## config.mk

```make
export PLATFORM = sky130hd
export DESIGN_NAME = sevenseg_decoder
export DESIGN_NICKNAME = d
export VERILOG_FILES = /design/src/rtl/sevenseg_decoder.sv
export SDC_FILE = /design/constraint.sdc
export NUM_CORES = 1
export LEC_CHECK = 0
export ABC_AREA = 1
export CAP_MARGIN = 20
export CORE_MARGIN = 3
export CORE_UTILIZATION = 40
export CTS_CLUSTER_DIAMETER = 100
export DETAILED_ROUTE_END_ITERATION = 16
export GPL_ROUTABILITY_DRIVEN = 0
export SLEW_MARGIN = 40
export SYNTH_ARGS = -nofsm -noshare
export SYNTH_HDL_FRONTEND = slang
export SYNTH_SLANG_ARGS = --single-unit
export TNS_END_PERCENT = 5
```

## constraint.sdc

```tcl
create_clock -name clk -period 4.12 [get_ports clk]
set_input_delay 0.824 -clock clk [delete_from_list [all_inputs] [get_ports clk]]
set_output_delay 0.824 -clock clk [all_outputs]
set_load 0.01 [all_outputs]
```

## src/rtl/sevenseg_decoder.sv

```systemverilog
// sevenseg_decoder
//   Reverse path of the two-digit 7-segment display driver. Samples the tens
//   and units segment lines, waits until they have been stable for
//   STABLE_CYCLES synchronized samples, and decodes them back to BCD digits
//   and a binary value 0..99. Each distinct stable pattern is reported once
//   over a valid/ready handshake.
//
// Parameters
//   STABLE_CYCLES  identical consecutive samples required before capture (>=1)
//   ACTIVE_LOW     1: segment inputs are active-low; 0: active-high
//
// Ports
//   clk       system clock
//   rst_n     asynchronous active-low reset
//   seg1_in   tens digit segments {g,f,e,d,c,b,a}
//   seg2_in   units digit segments {g,f,e,d,c,b,a}
//   ready     consumer accepts the current result
//   valid     result available; held until ready
//   data_out  tens*10+ones (0..99); 0 on err or blank
//   tens_out  decoded tens digit; 4'hF on err
//   ones_out  decoded units digit; 4'hF on err
//   err       result contains an illegal pattern
//   blank     both digits dark
module sevenseg_decoder #(
  parameter int STABLE_CYCLES = 4,
  parameter bit ACTIVE_LOW    = 1'b1
) (
  input  logic       clk,
  input  logic       rst_n,
  input  logic [6:0] seg1_in,
  input  logic [6:0] seg2_in,
  input  logic       ready,
  output logic       valid,
  output logic [7:0] data_out,
  output logic [3:0] tens_out,
  output logic [3:0] ones_out,
  output logic       err,
  output logic       blank
);

  localparam int              CNT_W    = (STABLE_CYCLES < 1) ? 1 : $clog2(STABLE_CYCLES + 1);
  localparam logic [CNT_W-1:0] CNT_MAX = CNT_W'(STABLE_CYCLES);
  // All-dark pattern as it appears on the raw pins.
  localparam logic [13:0]     DARK_RAW = ACTIVE_LOW ? 14'h3FFF : 14'h0000;

  typedef enum logic [1:0] {
    S_WAIT  = 2'd0,
    S_EMIT  = 2'd1,
    S_HOLD  = 2'd2,
    S_ARMED = 2'd3
  } state_t;

  typedef struct packed {
    logic       err;
    logic       blank;
    logic [3:0] tens;
    logic [3:0] ones;
    logic [7:0] data;
  } result_t;

  // Returns {legal, dark, digit}. Dark counts as legal here; the digit
  // combination rules decide what a dark position means.
  function automatic logic [5:0] decode_digit(input logic [6:0] seg);
    case (seg)
      7'h3F:   decode_digit = {2'b10, 4'd0};
      7'h06:   decode_digit = {2'b10, 4'd1};
      7'h5B:   decode_digit = {2'b10, 4'd2};
      7'h4F:   decode_digit = {2'b10, 4'd3};
      7'h66:   decode_digit = {2'b10, 4'd4};
      7'h6D:   decode_digit = {2'b10, 4'd5};
      7'h7D:   decode_digit = {2'b10, 4'd6};
      7'h07:   decode_digit = {2'b10, 4'd7};
      7'h7F:   decode_digit = {2'b10, 4'd8};
      7'h6F:   decode_digit = {2'b10, 4'd9};
      7'h00:   decode_digit = {2'b11, 4'd0};
      default: decode_digit = {2'b00, 4'hF};
    endcase
  endfunction

  // Combines both digit decodes; rule order matters (illegal beats blank,
  // blank beats the dark-position rules).
  function automatic result_t resolve(input logic [6:0] tens_seg,
                                      input logic [6:0] ones_seg);
    logic [5:0] t;
    logic [5:0] o;
    logic [7:0] t8;
    t       = decode_digit(tens_seg);
    o       = decode_digit(ones_seg);
    resolve = '0;
    if (!t[5] || !o[5]) begin
      resolve.err  = 1'b1;
      resolve.tens = 4'hF;
      resolve.ones = 4'hF;
    end else if (t[4] && o[4]) begin
      resolve.blank = 1'b1;
    end else if (o[4]) begin
      // A lit tens digit over a dark units digit is never a valid number.
      resolve.err  = 1'b1;
      resolve.tens = 4'hF;
      resolve.ones = 4'hF;
    end else begin
      // Dark tens with a legal units digit is a suppressed leading zero.
      resolve.tens = t[4] ? 4'd0 : t[3:0];
      resolve.ones = o[3:0];
      t8           = {4'd0, resolve.tens};
      resolve.data = (t8 << 3) + (t8 << 1) + {4'd0, resolve.ones};
    end
  endfunction

  logic [13:0]      seg_p0;
  logic [13:0]      seg_p1;
  logic [13:0]      pat_p1;
  logic [13:0]      prev_p2;
  logic [13:0]      cap_p2;
  logic             have_cap;
  logic [CNT_W-1:0] cnt;
  logic             stable;
  result_t          res_p1;

  state_t state;
  state_t state_nxt;
  logic   load_res;
  logic   drop_vld;
  logic   clr_cnt;

  // ---- stage p0/p1: two-flop synchronizer on the raw pins ----
  always_ff @(posedge clk or negedge rst_n) begin
    if (!rst_n) begin
      seg_p0 <= DARK_RAW;
      seg_p1 <= DARK_RAW;
    end else begin
      seg_p0 <= {seg1_in, seg2_in};
      seg_p1 <= seg_p0;
    end
  end

  // Normalised to active-high {tens, units}.
  assign pat_p1 = ACTIVE_LOW ? ~seg_p1 : seg_p1;
  assign stable = (pat_p1 == prev_p2);
  assign res_p1 = resolve(pat_p1[13:7], pat_p1[6:0]);

  // ---- stage p2: previous sample and stability counter ----
  always_ff @(posedge clk or negedge rst_n) begin
    if (!rst_n) begin
      prev_p2 <= 14'h0000;
      cnt     <= '0;
    end else begin
      prev_p2 <= pat_p1;
      if (clr_cnt || !stable) begin
        cnt <= '0;
      end else if (cnt != CNT_MAX) begin
        cnt <= cnt + 1'b1;
      end
    end
  end

  always_ff @(posedge clk or negedge rst_n) begin
    if (!rst_n) begin
      state <= S_WAIT;
    end else begin
      state <= state_nxt;
    end
  end

  always_comb begin
    state_nxt = state;
    load_res  = 1'b0;
    drop_vld  = 1'b0;
    clr_cnt   = 1'b0;
    case (state)
      S_WAIT: begin
        if ((cnt == CNT_MAX) && stable) begin
          // A pattern that settles back to the one last reported (e.g. after
          // a short glitch) is not reported a second time.
          if (have_cap && (pat_p1 == cap_p2)) begin
            state_nxt = S_ARMED;
          end else begin
            state_nxt = S_EMIT;
            load_res  = 1'b1;
          end
        end
      end
      S_EMIT, S_HOLD: begin
        if (ready) begin
          state_nxt = S_ARMED;
          drop_vld  = 1'b1;
        end else begin
          state_nxt = S_HOLD;
        end
      end
      S_ARMED: begin
        if (pat_p1 != cap_p2) begin
          state_nxt = S_WAIT;
          clr_cnt   = 1'b1;
        end
      end
      default: state_nxt = S_WAIT;
    endcase
  end

  // ---- stage p3: captured result and handshake ----
  always_ff @(posedge clk or negedge rst_n) begin
    if (!rst_n) begin
      valid    <= 1'b0;
      err      <= 1'b0;
      blank    <= 1'b0;
      tens_out <= 4'd0;
      ones_out <= 4'd0;
      data_out <= 8'd0;
      cap_p2   <= 14'h0000;
      have_cap <= 1'b0;
    end else if (load_res) begin
      valid    <= 1'b1;
      err      <= res_p1.err;
      blank    <= res_p1.blank;
      tens_out <= res_p1.tens;
      ones_out <= res_p1.ones;
      data_out <= res_p1.data;
      cap_p2   <= pat_p1;
      have_cap <= 1'b1;
    end else if (drop_vld) begin
      valid <= 1'b0;
    end
  end

endmodule
```

==> results.json <==
{
  "status": "complete, no violations",
  "nets": 598,
  "setup_viol": 0,
  "drive_gt1_share_pct": 14.49,
  "cellLeakagePower_nw": 2.372,
  "switching_share_pct": 28.88,
  "path_cells": "inv_1, nand2_1, nor2_2, nand2_1, nand2_1, nor2_1, nand3_1, nand2_1, inv_1, fa_1, inv_1, ha_1, nand3_1, nand3_1, a21oi_1, a21oi_1, nand2_1, nand2_1",
  "ant_nets": 0,
  "final_max_slew_viol_count": 0,
  "power.density_nw_per_um2": 354.0,
  "final_common_cell": "nand2_1",
  "clockPowerShare_pct": 34.7,
  "finish.utilization_pct": 48.36,
  "max_freq_mhz": 299.7,
  "grt_max_degree": 82,
  "ys_seq_area_share_pct": 48.96,
  "peakVddDrop_mv": 0.1735,
  "internal_power_mw": 1.217,
  "setup_tns_ns": 0,
  "cpPeakStageDelay_ns": 0.62,
  "area_growth_pct": 14.82,
  "viasPerCell": 4.711,
  "setup_slack_ns": 0.7828,
  "grt_first_pass_wirelength_um": 15630,
  "holdCritPathClass": "reg2reg",
  "drtIter0Drc": 212,
  "initial_utilization_pct": 42.12,
  "die_h_um": 108.6,
  "pre_cts_ws_ns": 0.7964,
  "critPathArrivalTime_ns": 3.60,
  "rsz0062_at_grt": "false",
  "crit_buf_inv": 3,
  "h-tree-depth": 3,
  "wl_per_cell_um": 12.41,
  "hpwl_um": 6426,
  "clkTransAtPathRegs_ns": 0.09,
  "cts_hold_buf": 0,
  "antenna_found_initial": 0,
  "yosysTopAreaCellShare_pct": 31.49,
  "cts_sinks": 81,
  "post_cts_buffers": 0,
  "gr-total-overflow": 0,
  "synth_area_leader_cell": "dfrtp_1",
  "required_ns": 4.38,
  "switchingPower_uw": 494.3,
  "cts_tree": "yes",
  "power_frac_comb_pct": 14.6,
  "multi_input_area_um2": 1823,
  "p_seq_share_pct": 50.7,
  "io_pins": 36,
  "cts.path.max_buffers": 2,
  "rrSetupSlack_ns": 0.78,
  "grt_pass1_vias": 3365,
  "synthTopCellsByArea": "dfrtp_1 31%, nand2_1 18%, dfstp_2 17%, nor2_1 4.7%, inv_1 4.5%",
  "root_buffer": "clkbuf_8",
  "max_cap_violations": 0,
  "coreArea_um2": 10000,
  "die_area_um2": 11800,
  "grt.total_usage_pct": 16.94,
  "path_class": "reg2reg",
  "numCtsBuffers": 9,
  "syn_nets": 565,
  "num_vias": 3326,
  "yosys_warnings": 0,
  "path_common_cell": "nand2_1",
  "crit_path_end_kind": "flop",
  "dr.pass1.iters": 4,
  "drc": 0,
  "crit_fanout": 11,
  "ys_seq_elements": 81,
  "rows": 36,
  "final_cell_mix": "201 x nand2_1, 53 x nor2_1, 53 x dfrtp_1, 51 x inv_1, 34 x clkdlybuf4s50_1",
  "period_share_pct": 81.00,
  "avgSynthCellArea_um2": 7.872,
  "antenna_cells": 0,
  "cts_resized": 0,
  "synth_cell_type_count": 33,
  "critPathLaunchType": "flop",
  "insertion_delay_ns": 0.36,
  "cpLargestDelayFamily": "simple AND/OR/NAND/NOR gates",
  "skew_ns": 0.01187,
  "crit_slowest_cell": "dfstp_2",
  "port_buffers": 35,
  "routed_wl_um": 8759,
  "fillers": 1012,
  "seqCellArea_um2": 2062,
  "syn_inst": 535,
  "worst_pin_slew_ns": 0.7165,
  "fin_crit_ns": 3.337,
  "synth_area_um2": 4212,
  "max_slew_margin_pct": 52.23,
  "hold_viol": 0,
  "die_x_um": 108.6
}
metal layers:
layer | vias to the layer above | global-route usage (%) | share of wire [%]
met3 | 21 | 2.783 | 4.1
li1 | 1708 | - | -
met2 | 66 | 27.23 | 46
met4 | 0 | 6.943 | 2.6
met5 | - | 0 | 0
met1 | 1531 | 22.85 | 48
state kept, by name (all words and copies together), names as in the netlist, 2 cells and up:
register and cells:
ones_out 4, prev_p2 14, seg_p1 14, cnt 3, data_out 8, cap_p2 14, seg_p0 14, state 2
tens_out 4
metrics by stage:
stage | power, mW | cells | hold WS [ns] | instance area (µm²)
6_report | 1.712 | 706 | 0.3499 | 4836
5_1_grt | 1.818 | 706 | 0.3548 | 4836
3_5_place_dp | 1.132 | 690 | 0.3468 | 4636
2_1_floorplan | 1.051 | 535 | 0.3452 | 4212
3_3_place_gp | 1.121 | 690 | 0.3459 | 4624
4_1_cts | 1.735 | 706 | 0.3514 | 4836
cells in the mapped netlist:
master	instances
nand2_2	9
nor2_1	53
xnor2_1	6
nand2_1	201
o21bai_1	1
o21a_1	1
o21ai_2	1
nand3_2	3
a31oi_1	1
nor2_2	8
nor3b_1	1
xor2_1	4
ha_1	11
dfrtp_1	53
buf_4	6
o21ai_0	21
buf_2	5
nand3_1	29
buf_6	1
a21oi_1	6
o21ai_1	2
nor2_4	3
nand3b_1	1
fa_1	2
dfstp_2	28
o31ai_1	2
nand4_1	4
inv_2	11
nor3_1	4
buf_12	1
inv_1	51
or2_2	3
and3_1	2
power groups by stage:
stage	sequential (mW)	combinational (mW)	clock, mW
final	0.868	0.250	0.593
after global routing	0.874	0.290	0.654
after CTS	0.869	0.251	0.615
after detailed placement	0.883	0.249	0
after global placement	0.882	0.239	0
after floorplan	0.869	0.183	0
final timing paths:
kind / from / to / cells past startpoint
worst max-delay path: seg_p1[12] / data_out[7] / 18
worst min-delay path: seg_p0[12] / seg_p1[12] / 0
worst max register to register: seg_p1[12] / data_out[7] / 18
worst min register to register: seg_p0[12] / seg_p1[12] / 0
max in group asynchronous: rst_n / cap_p2[13] / 1
min in group asynchronous: rst_n / cap_p2[0] / 1
cells by family (layout without fill, tap and decap cells):
group           after synthesis  in the layout  share of synthesized area [%]
compound gates               35             35                          4.516
simple gates                321            321                          32.29
xor+xnor                     10             10                          2.080
buf+inv                      75            113                          7.932
fa+ha+maj                    13             13                          4.219
flops                        81             81                          48.96
final cells by class:
cell class / count / share of cell area, %
tap: 133 / 3.441
timing repair buffer: 35 / 7.270
inverter: 62 / 4.812
clock inverter: 7 / 1.578
clock buffer: 9 / 2.561
multi-input combinational: 379 / 37.70
sequential: 81 / 42.64
Note: power is estimated with default switching activity, not from simulation.
